--- config.mk ---
export PLATFORM = sky130hd
export DESIGN_NAME = link_master_fsm_flat
export DESIGN_NICKNAME = d
export VERILOG_FILES = /design/src/rtl/link_master_if.sv /design/src/rtl/link_master_fsm.sv /design/src/flat_wrapper.sv
export SDC_FILE = /design/constraint.sdc
export NUM_CORES = 1
export LEC_CHECK = 0
export CORE_MARGIN = 2
export CORE_UTILIZATION = 29
export CTS_BUF_LIST = sky130_fd_sc_hd__clkbuf_8
export DETAILED_ROUTE_END_ITERATION = 6
export HOLD_SLACK_MARGIN = 0.06
export SLEW_MARGIN = 20
export SYNTH_ARGS = -nofsm -noshare
export SYNTH_HDL_FRONTEND = slang
export SYNTH_SLANG_ARGS = --single-unit
--- constraint.sdc ---
create_clock -name clk -period 4.4 [get_ports clk]
set_input_delay 1.1 -clock clk [delete_from_list [all_inputs] [get_ports clk]]
set_output_delay 1.1 -clock clk [all_outputs]
set_load 0.1 [all_outputs]
--- src/rtl/link_master_if.sv ---
// Producer-side and link-side signals of the req/ack byte link master.
// Latency: none, wires only; all timing lives in the master and slave.
// Backpressure: full/overflow toward the producer, req/ack toward the slave.
interface link_master_if;
    logic       wr_en;
    logic [7:0] wr_data;
    logic       full;
    logic       overflow;
    logic       ack;
    logic       req;
    logic [7:0] data_out;
    logic       busy;
    logic [7:0] tx_count;
    logic       done;

    modport master (
        input  wr_en, wr_data, ack,
        output full, overflow, req, data_out, busy, tx_count, done
    );

    modport slave (
        output wr_en, wr_data, ack,
        input  full, overflow, req, data_out, busy, tx_count, done
    );
endinterface

--- src/rtl/link_master_fsm.sv ---
// Buffers producer bytes in a small FIFO and sends them one at a time over a 4-phase req/ack link.
// Latency: a byte written into an empty FIFO while idle shows up on req/data_out one edge later.
// Backpressure: full blocks writes (dropped bytes set sticky overflow); req is held until ack.
module link_master_fsm #(
    parameter int DEPTH = 4
) (
    input  logic          clk,
    input  logic          rst,
    link_master_if.master lm
);
    localparam int AW = $clog2(DEPTH);

    typedef enum logic [1:0] {
        M_IDLE     = 2'd0,
        M_REQ      = 2'd1,
        M_WAIT_LOW = 2'd2
    } state_t;

    // FIFO storage and bookkeeping
    logic [7:0]  mem [DEPTH];
    logic [AW-1:0] wr_ptr;
    logic [AW-1:0] rd_ptr;
    logic [AW:0]   occ;
    logic          full;
    logic          empty;
    logic          push;
    logic          pop;
    logic          overflow_q;

    // FSM and registered link outputs
    state_t     state;
    state_t     state_nxt;
    logic       req_q;
    logic       req_nxt;
    logic [7:0] dout_q;
    logic [7:0] dout_nxt;
    logic [7:0] cnt_q;
    logic [7:0] cnt_nxt;
    logic       done_q;
    logic       done_nxt;

    // Full is taken from the occupancy at the start of the cycle, so a pop never
    // makes room for a write in the same cycle.
    assign full  = (occ == (AW+1)'(DEPTH));
    assign empty = (occ == '0);
    assign push  = lm.wr_en && !full;

    // Data array: no reset needed, occupancy decides what is valid.
    always_ff @(posedge clk) begin
        if (push) begin
            mem[wr_ptr] <= lm.wr_data;
        end
    end

    // Pointers, occupancy and sticky overflow flag.
    always_ff @(posedge clk) begin
        if (rst) begin
            wr_ptr     <= '0;
            rd_ptr     <= '0;
            occ        <= '0;
            overflow_q <= 1'b0;
        end else begin
            if (push) begin
                wr_ptr <= wr_ptr + 1'b1;
            end
            if (pop) begin
                rd_ptr <= rd_ptr + 1'b1;
            end
            case ({push, pop})
                2'b10:   occ <= occ + 1'b1;
                2'b01:   occ <= occ - 1'b1;
                default: occ <= occ;
            endcase
            if (lm.wr_en && full) begin
                overflow_q <= 1'b1;
            end
        end
    end

    // State register together with the registered link outputs.
    always_ff @(posedge clk) begin
        if (rst) begin
            state  <= M_IDLE;
            req_q  <= 1'b0;
            dout_q <= 8'h00;
            cnt_q  <= 8'h00;
            done_q <= 1'b0;
        end else begin
            state  <= state_nxt;
            req_q  <= req_nxt;
            dout_q <= dout_nxt;
            cnt_q  <= cnt_nxt;
            done_q <= done_nxt;
        end
    end

    // Next-state logic: pop only from idle with ack low, complete on ack falling.
    always_comb begin
        state_nxt = state;
        req_nxt   = req_q;
        dout_nxt  = dout_q;
        cnt_nxt   = cnt_q;
        done_nxt  = 1'b0;
        pop       = 1'b0;
        case (state)
            M_IDLE: begin
                req_nxt = 1'b0;
                // A stale ack left over from the previous byte holds off the next request.
                if (!empty && !lm.ack) begin
                    pop       = 1'b1;
                    dout_nxt  = mem[rd_ptr];
                    req_nxt   = 1'b1;
                    state_nxt = M_REQ;
                end
            end
            M_REQ: begin
                req_nxt = 1'b1;
                if (lm.ack) begin
                    req_nxt   = 1'b0;
                    state_nxt = M_WAIT_LOW;
                end
            end
            M_WAIT_LOW: begin
                req_nxt = 1'b0;
                if (!lm.ack) begin
                    cnt_nxt   = cnt_q + 8'd1;
                    // Emptiness before any same-cycle write decides the drain pulse.
                    done_nxt  = empty;
                    state_nxt = M_IDLE;
                end
            end
            default: begin
                req_nxt   = 1'b0;
                state_nxt = M_IDLE;
            end
        endcase
    end

    assign lm.full     = full;
    assign lm.overflow = overflow_q;
    assign lm.req      = req_q;
    assign lm.data_out = dout_q;
    assign lm.busy     = (state != M_IDLE) || !empty;
    assign lm.tx_count = cnt_q;
    assign lm.done     = done_q;
endmodule

--- src/flat_wrapper.sv ---
// flat-port wrapper written by rule: the top's interface ports become plain ports
module link_master_fsm_flat 
#(
    parameter int DEPTH = 4
)
  (clk, rst, lm_wr_en, lm_wr_data, lm_ack, lm_full, lm_overflow, lm_req, lm_data_out, lm_busy, lm_tx_count, lm_done);
  link_master_if lm_i ();
  input  logic clk;
  input  logic rst;
  input wire logic [$bits(lm_i.wr_en)-1:0] lm_wr_en;
  input wire logic [$bits(lm_i.wr_data)-1:0] lm_wr_data;
  input wire logic [$bits(lm_i.ack)-1:0] lm_ack;
  output wire logic [$bits(lm_i.full)-1:0] lm_full;
  output wire logic [$bits(lm_i.overflow)-1:0] lm_overflow;
  output wire logic [$bits(lm_i.req)-1:0] lm_req;
  output wire logic [$bits(lm_i.data_out)-1:0] lm_data_out;
  output wire logic [$bits(lm_i.busy)-1:0] lm_busy;
  output wire logic [$bits(lm_i.tx_count)-1:0] lm_tx_count;
  output wire logic [$bits(lm_i.done)-1:0] lm_done;
  assign lm_i.wr_en = lm_wr_en;
  assign lm_i.wr_data = lm_wr_data;
  assign lm_i.ack = lm_ack;
  assign lm_full = lm_i.full;
  assign lm_overflow = lm_i.overflow;
  assign lm_req = lm_i.req;
  assign lm_data_out = lm_i.data_out;
  assign lm_busy = lm_i.busy;
  assign lm_tx_count = lm_i.tx_count;
  assign lm_done = lm_i.done;
  link_master_fsm #(.DEPTH(DEPTH)) u_core (.clk(clk), .rst(rst), .lm(lm_i));
endmodule
==> results.sh <==
export IMPL_outcome="finished clean"
export IMPL_cts_setup_buffers=0
export IMPL_dp_hpwl_mm=3.00
export IMPL_netlist_area_um2=2420
export IMPL_ys_types=31
export IMPL_postSynthRegisterBits=60
export IMPL_library_cell_occupying_the_most_area_in_the_post_synthesis_netlist="sky130_fd_sc_hd__edfxtp_1"
export IMPL_grt_met2_usage_pct=16.4
export IMPL_synth_commonest_cells="32 x sky130_fd_sc_hd__edfxtp_1, 28 x sky130_fd_sc_hd__dfxtp_1, 20 x sky130_fd_sc_hd__a21oi_1"
export IMPL_route_vias_total=1575
export IMPL_startpoint="u_core.occ[2]$_SDFFE_PP0P_"
export IMPL_gp_congestion=0.735
export IMPL_cp_slowest_cell="sky130_fd_sc_hd__clkdlybuf4s50_1"
export IMPL_arrival_ps=2580
export IMPL_report_final_setup_viol=0
export IMPL_final_min_clock_period_ps=3680
export IMPL_worstSetupStartpointType="register"
export IMPL_drv_max_cap_violation_count=0
export IMPL_nets=241
export IMPL_cp_max_fo=12
export IMPL_max_stage_delay_ps=970
export IMPL_rsz0062_at_grt="no"
export IMPL_routed_wire_length_per_instance_um=13.6
export IMPL_critical_path_top_delay_family="buffers and inverters"
export IMPL_worstHoldStart="u_core.lm.overflow$_SDFFE_PP0P_"
export IMPL_critPathBufInv=1
export IMPL_rrSetupSlack_ps=1840
export IMPL_min_period_over_period_pct=83.6
export IMPL_die_y_um=95.3
export IMPL_cts_hold_fix_buffers=0
export IMPL_final_setup_tns_ps=0
export IMPL_timing_worst_slew_pin_value_ps=1050
export IMPL_post_layout_total_power_uw=1840
export IMPL_cts_repair_resized=0
export IMPL_cellPowerDensity_nw_per_um2=608
export IMPL_slew_violations=0
export IMPL_clk_slew_on_worst_s_h_paths_ps=60
export IMPL_drive_above_1_share_pct=11.5
export IMPL_clock_tree_htree_level_count=3
export IMPL_clk_latency_ps=350
export IMPL_worst_ep_required_time_ps=3300
export IMPL_mappedNetlistNets=209
export IMPL_tritoncts="yes"
export IMPL_critical_path_top_cell_by_count="sky130_fd_sc_hd__or3_1"
export IMPL_filler_cell_count=780
export IMPL_grt_util_all_layers_pct=11.4
export IMPL_timing_reg2reg_worst_path_depth=10
export IMPL_routed_wirelength_mm=4.50
export IMPL_grt_max_degree=30
export IMPL_io_pins=33
export IMPL_synth_enable_flop_cells=32
export IMPL_worstSetupEndpointType="primary output"
export IMPL_synth_ff_type="sky130_fd_sc_hd__edfxtp_1"
export IMPL_grt_antenna_before_repair=0
export IMPL_ant_nets=0
export IMPL_via_per_inst=4.74
export IMPL_yosysMostFrequentCell="sky130_fd_sc_hd__edfxtp_1"
export IMPL_hold_path_class="reg2reg"
export IMPL_placement_cell_area_um2=2820
export IMPL_tritoncts_num_sinks=60
export IMPL_yosysWarningCount=0
export IMPL_crit_path_cell_trace="or3_1, or3_1, clkdlybuf4s50_1"
export IMPL_number_of_buffers_inserted_during_clock_tree_synthesis=9
export IMPL_core_region_area_um2=8130
export IMPL_final_design_area_no_fill_um2=3030
export IMPL_grt_use_met3_pct=4.51
export IMPL_yosys_top_cells_area="sky130_fd_sc_hd__edfxtp_1 40%, sky130_fd_sc_hd__dfxtp_1 23%, sky130_fd_sc_hd__mux4_2 7.5%, sky130_fd_sc_hd__a21oi_1 4.1%, sky130_fd_sc_hd__ha_1 3.1%"
export IMPL_ir_drop_v=0.000180
export IMPL_numPortBuffers=32
export IMPL_initial_utilization_pct=29.7
export IMPL_synthToLayoutAreaGrowth_pct=25.3
export IMPL_total_leakage_power_uw=0.00102
export IMPL_grt_busiest_layer="met2"
export IMPL_remaining_design_rule_violation_count=0
export IMPL_drt_pre_antenna_iters=4
export IMPL_synth_seq_area_share_pct=63.0
export IMPL_final_util_pct=37.2
export IMPL_min_to="u_core.lm.overflow$_SDFFE_PP0P_"
export IMPL_cts_path_max_buffers=2
export IMPL_slew_headroom_pct=29.9
export IMPL_insertedDiodeCount=0
export IMPL_grt_overflow_total=0
export IMPL_grt_pass1_wl_mm=7.50
export IMPL_regToRegEndpoint="u_core.occ[2]$_SDFFE_PP0P_"
export IMPL_synth_async_reset_ratio_pct=0
export IMPL_first_global_vias=1480
export IMPL_worst_clock_skew_ps=10.1
export IMPL_fin_hold_ws_ps=474
export IMPL_first_iter_violations=73
export IMPL_whs_path_depth=2
export IMPL_synth_top_area_share_pct=39.8
export IMPL_final_hold_viol_count=0
export IMPL_design_die_area_um2=9080
export IMPL_synthesis_area_per_instance_um2=12.7
export IMPL_synthCells=190
export IMPL_path_class="reg2out"
export IMPL_num_rows=33
export IMPL_timing_rr_start="u_core.occ[2]$_SDFFE_PP0P_"
export IMPL_die_width_um=95.3
export IMPL_maximum_clock_frequency_mhz=272
export IMPL_grt_met1_usage_pct=14.5
export IMPL_clock_root_buffer="sky130_fd_sc_hd__clkbuf_8"
==> metrics by stage <==
stage	setup WS, ps	std cells
finish	723	332
global route	616	332
CTS	708	332
detailed placement	697	316
global placement	770	316
floorplan	1400	190
==> where the power goes <==
part / total [uW] / switching [uW] / internal (uW)
Clock: 526 / 213 / 313
Combinational: 597 / 420 / 177
Sequential: 718 / 58.6 / 659
Total: 1840 / 692 / 1150
==> tightest hold or removal path, delay by kind of cell (launching register included) <==
kind	cells	cell delay, ps
and+or+nand+nor	1	70
AOI/OAI and AO/OA	1	40
DFF	1	330
==> routing by layer <==
| layer | routed length [um] | up-vias |
|---|---|---|
| met5 | 0 | - |
| li1 | - | 770 |
| met4 | 109 | 0 |
| met2 | 2040 | 43 |
| met1 | 2050 | 752 |
| met3 | 304 | 10 |
==> flip-flops by register name, indices dropped and copies added, names as in the netlist <==
register and count:
u_core.mem 32, u_core.lm.data_out 8, u_core.lm.tx_count 8, u_core.occ 3, u_core.rd_ptr 2, u_core.state 2
u_core.wr_ptr 2, u_core.lm.done 1, u_core.lm.overflow 1, u_core.lm.req 1
==> cells in the final DEF (no fill, tap or decap), types with 2 or more instances in the layout <==
| cell type | synthesis | layout |
|---|---|---|
| sky130_fd_sc_hd__clkbuf_8 | 0 | 9 |
| sky130_fd_sc_hd__nor3_1 | 2 | 2 |
| sky130_fd_sc_hd__or3_1 | 8 | 8 |
| sky130_fd_sc_hd__and3_1 | 4 | 4 |
| sky130_fd_sc_hd__nor4_1 | 2 | 2 |
| sky130_fd_sc_hd__dfxtp_1 | 28 | 28 |
| sky130_fd_sc_hd__bufinv_16 | 0 | 2 |
| sky130_fd_sc_hd__nor2_1 | 10 | 10 |
| sky130_fd_sc_hd__mux4_2 | 8 | 8 |
| sky130_fd_sc_hd__nand3_1 | 13 | 13 |
| sky130_fd_sc_hd__a21oi_1 | 20 | 20 |
| sky130_fd_sc_hd__o31ai_1 | 3 | 3 |
| sky130_fd_sc_hd__clkdlybuf4s50_1 | 0 | 31 |
| sky130_fd_sc_hd__ha_1 | 6 | 6 |
| sky130_fd_sc_hd__o21ai_0 | 15 | 15 |
| sky130_fd_sc_hd__xor2_1 | 3 | 3 |
| sky130_fd_sc_hd__inv_1 | 11 | 13 |
| sky130_fd_sc_hd__edfxtp_1 | 32 | 32 |
| sky130_fd_sc_hd__or4_1 | 3 | 3 |
==> kinds of logic (layout without fill, tap and decap cells) <==
logic type | after synthesis | count (layout) | share of synthesized area [%]
muxes | 9 | 9 | 7.87
and+or+nand+nor | 48 | 48 | 11.2
xor gates and xnor gates | 4 | 4 | 1.45
buffers and inverters | 22 | 59 | 3.68
adders and majority gates | 7 | 7 | 3.94
AOI/OAI and AO/OA | 40 | 40 | 8.91
DFF | 60 | 60 | 63.0
==> worst max-delay path by stage <==
stage / to / slack [ps] / depth (start not counted)
floorplan: u_core.occ[2]$_SDFFE_PP0P_ / 1400 / 9
global placement: u_core.occ[2]$_SDFFE_PP0P_ / 770 / 9
detailed placement: u_core.occ[2]$_SDFFE_PP0P_ / 700 / 9
CTS: lm_busy / 710 / 3
global route: lm_busy / 620 / 3
finish: lm_busy / 720 / 3
==> layout make-up <==
cell class	count	area (um^2)	area share, %
clock buffers	9	124	4.09
clock inverters	7	85.1	2.81
inverters	11	41.3	1.36
multi-input cells	108	806	26.6
flip-flops and latches	60	1520	50.3
well taps	105	131	4.34
repair buffers	32	318	10.5
Note: power is estimated with default switching activity, not from simulation.
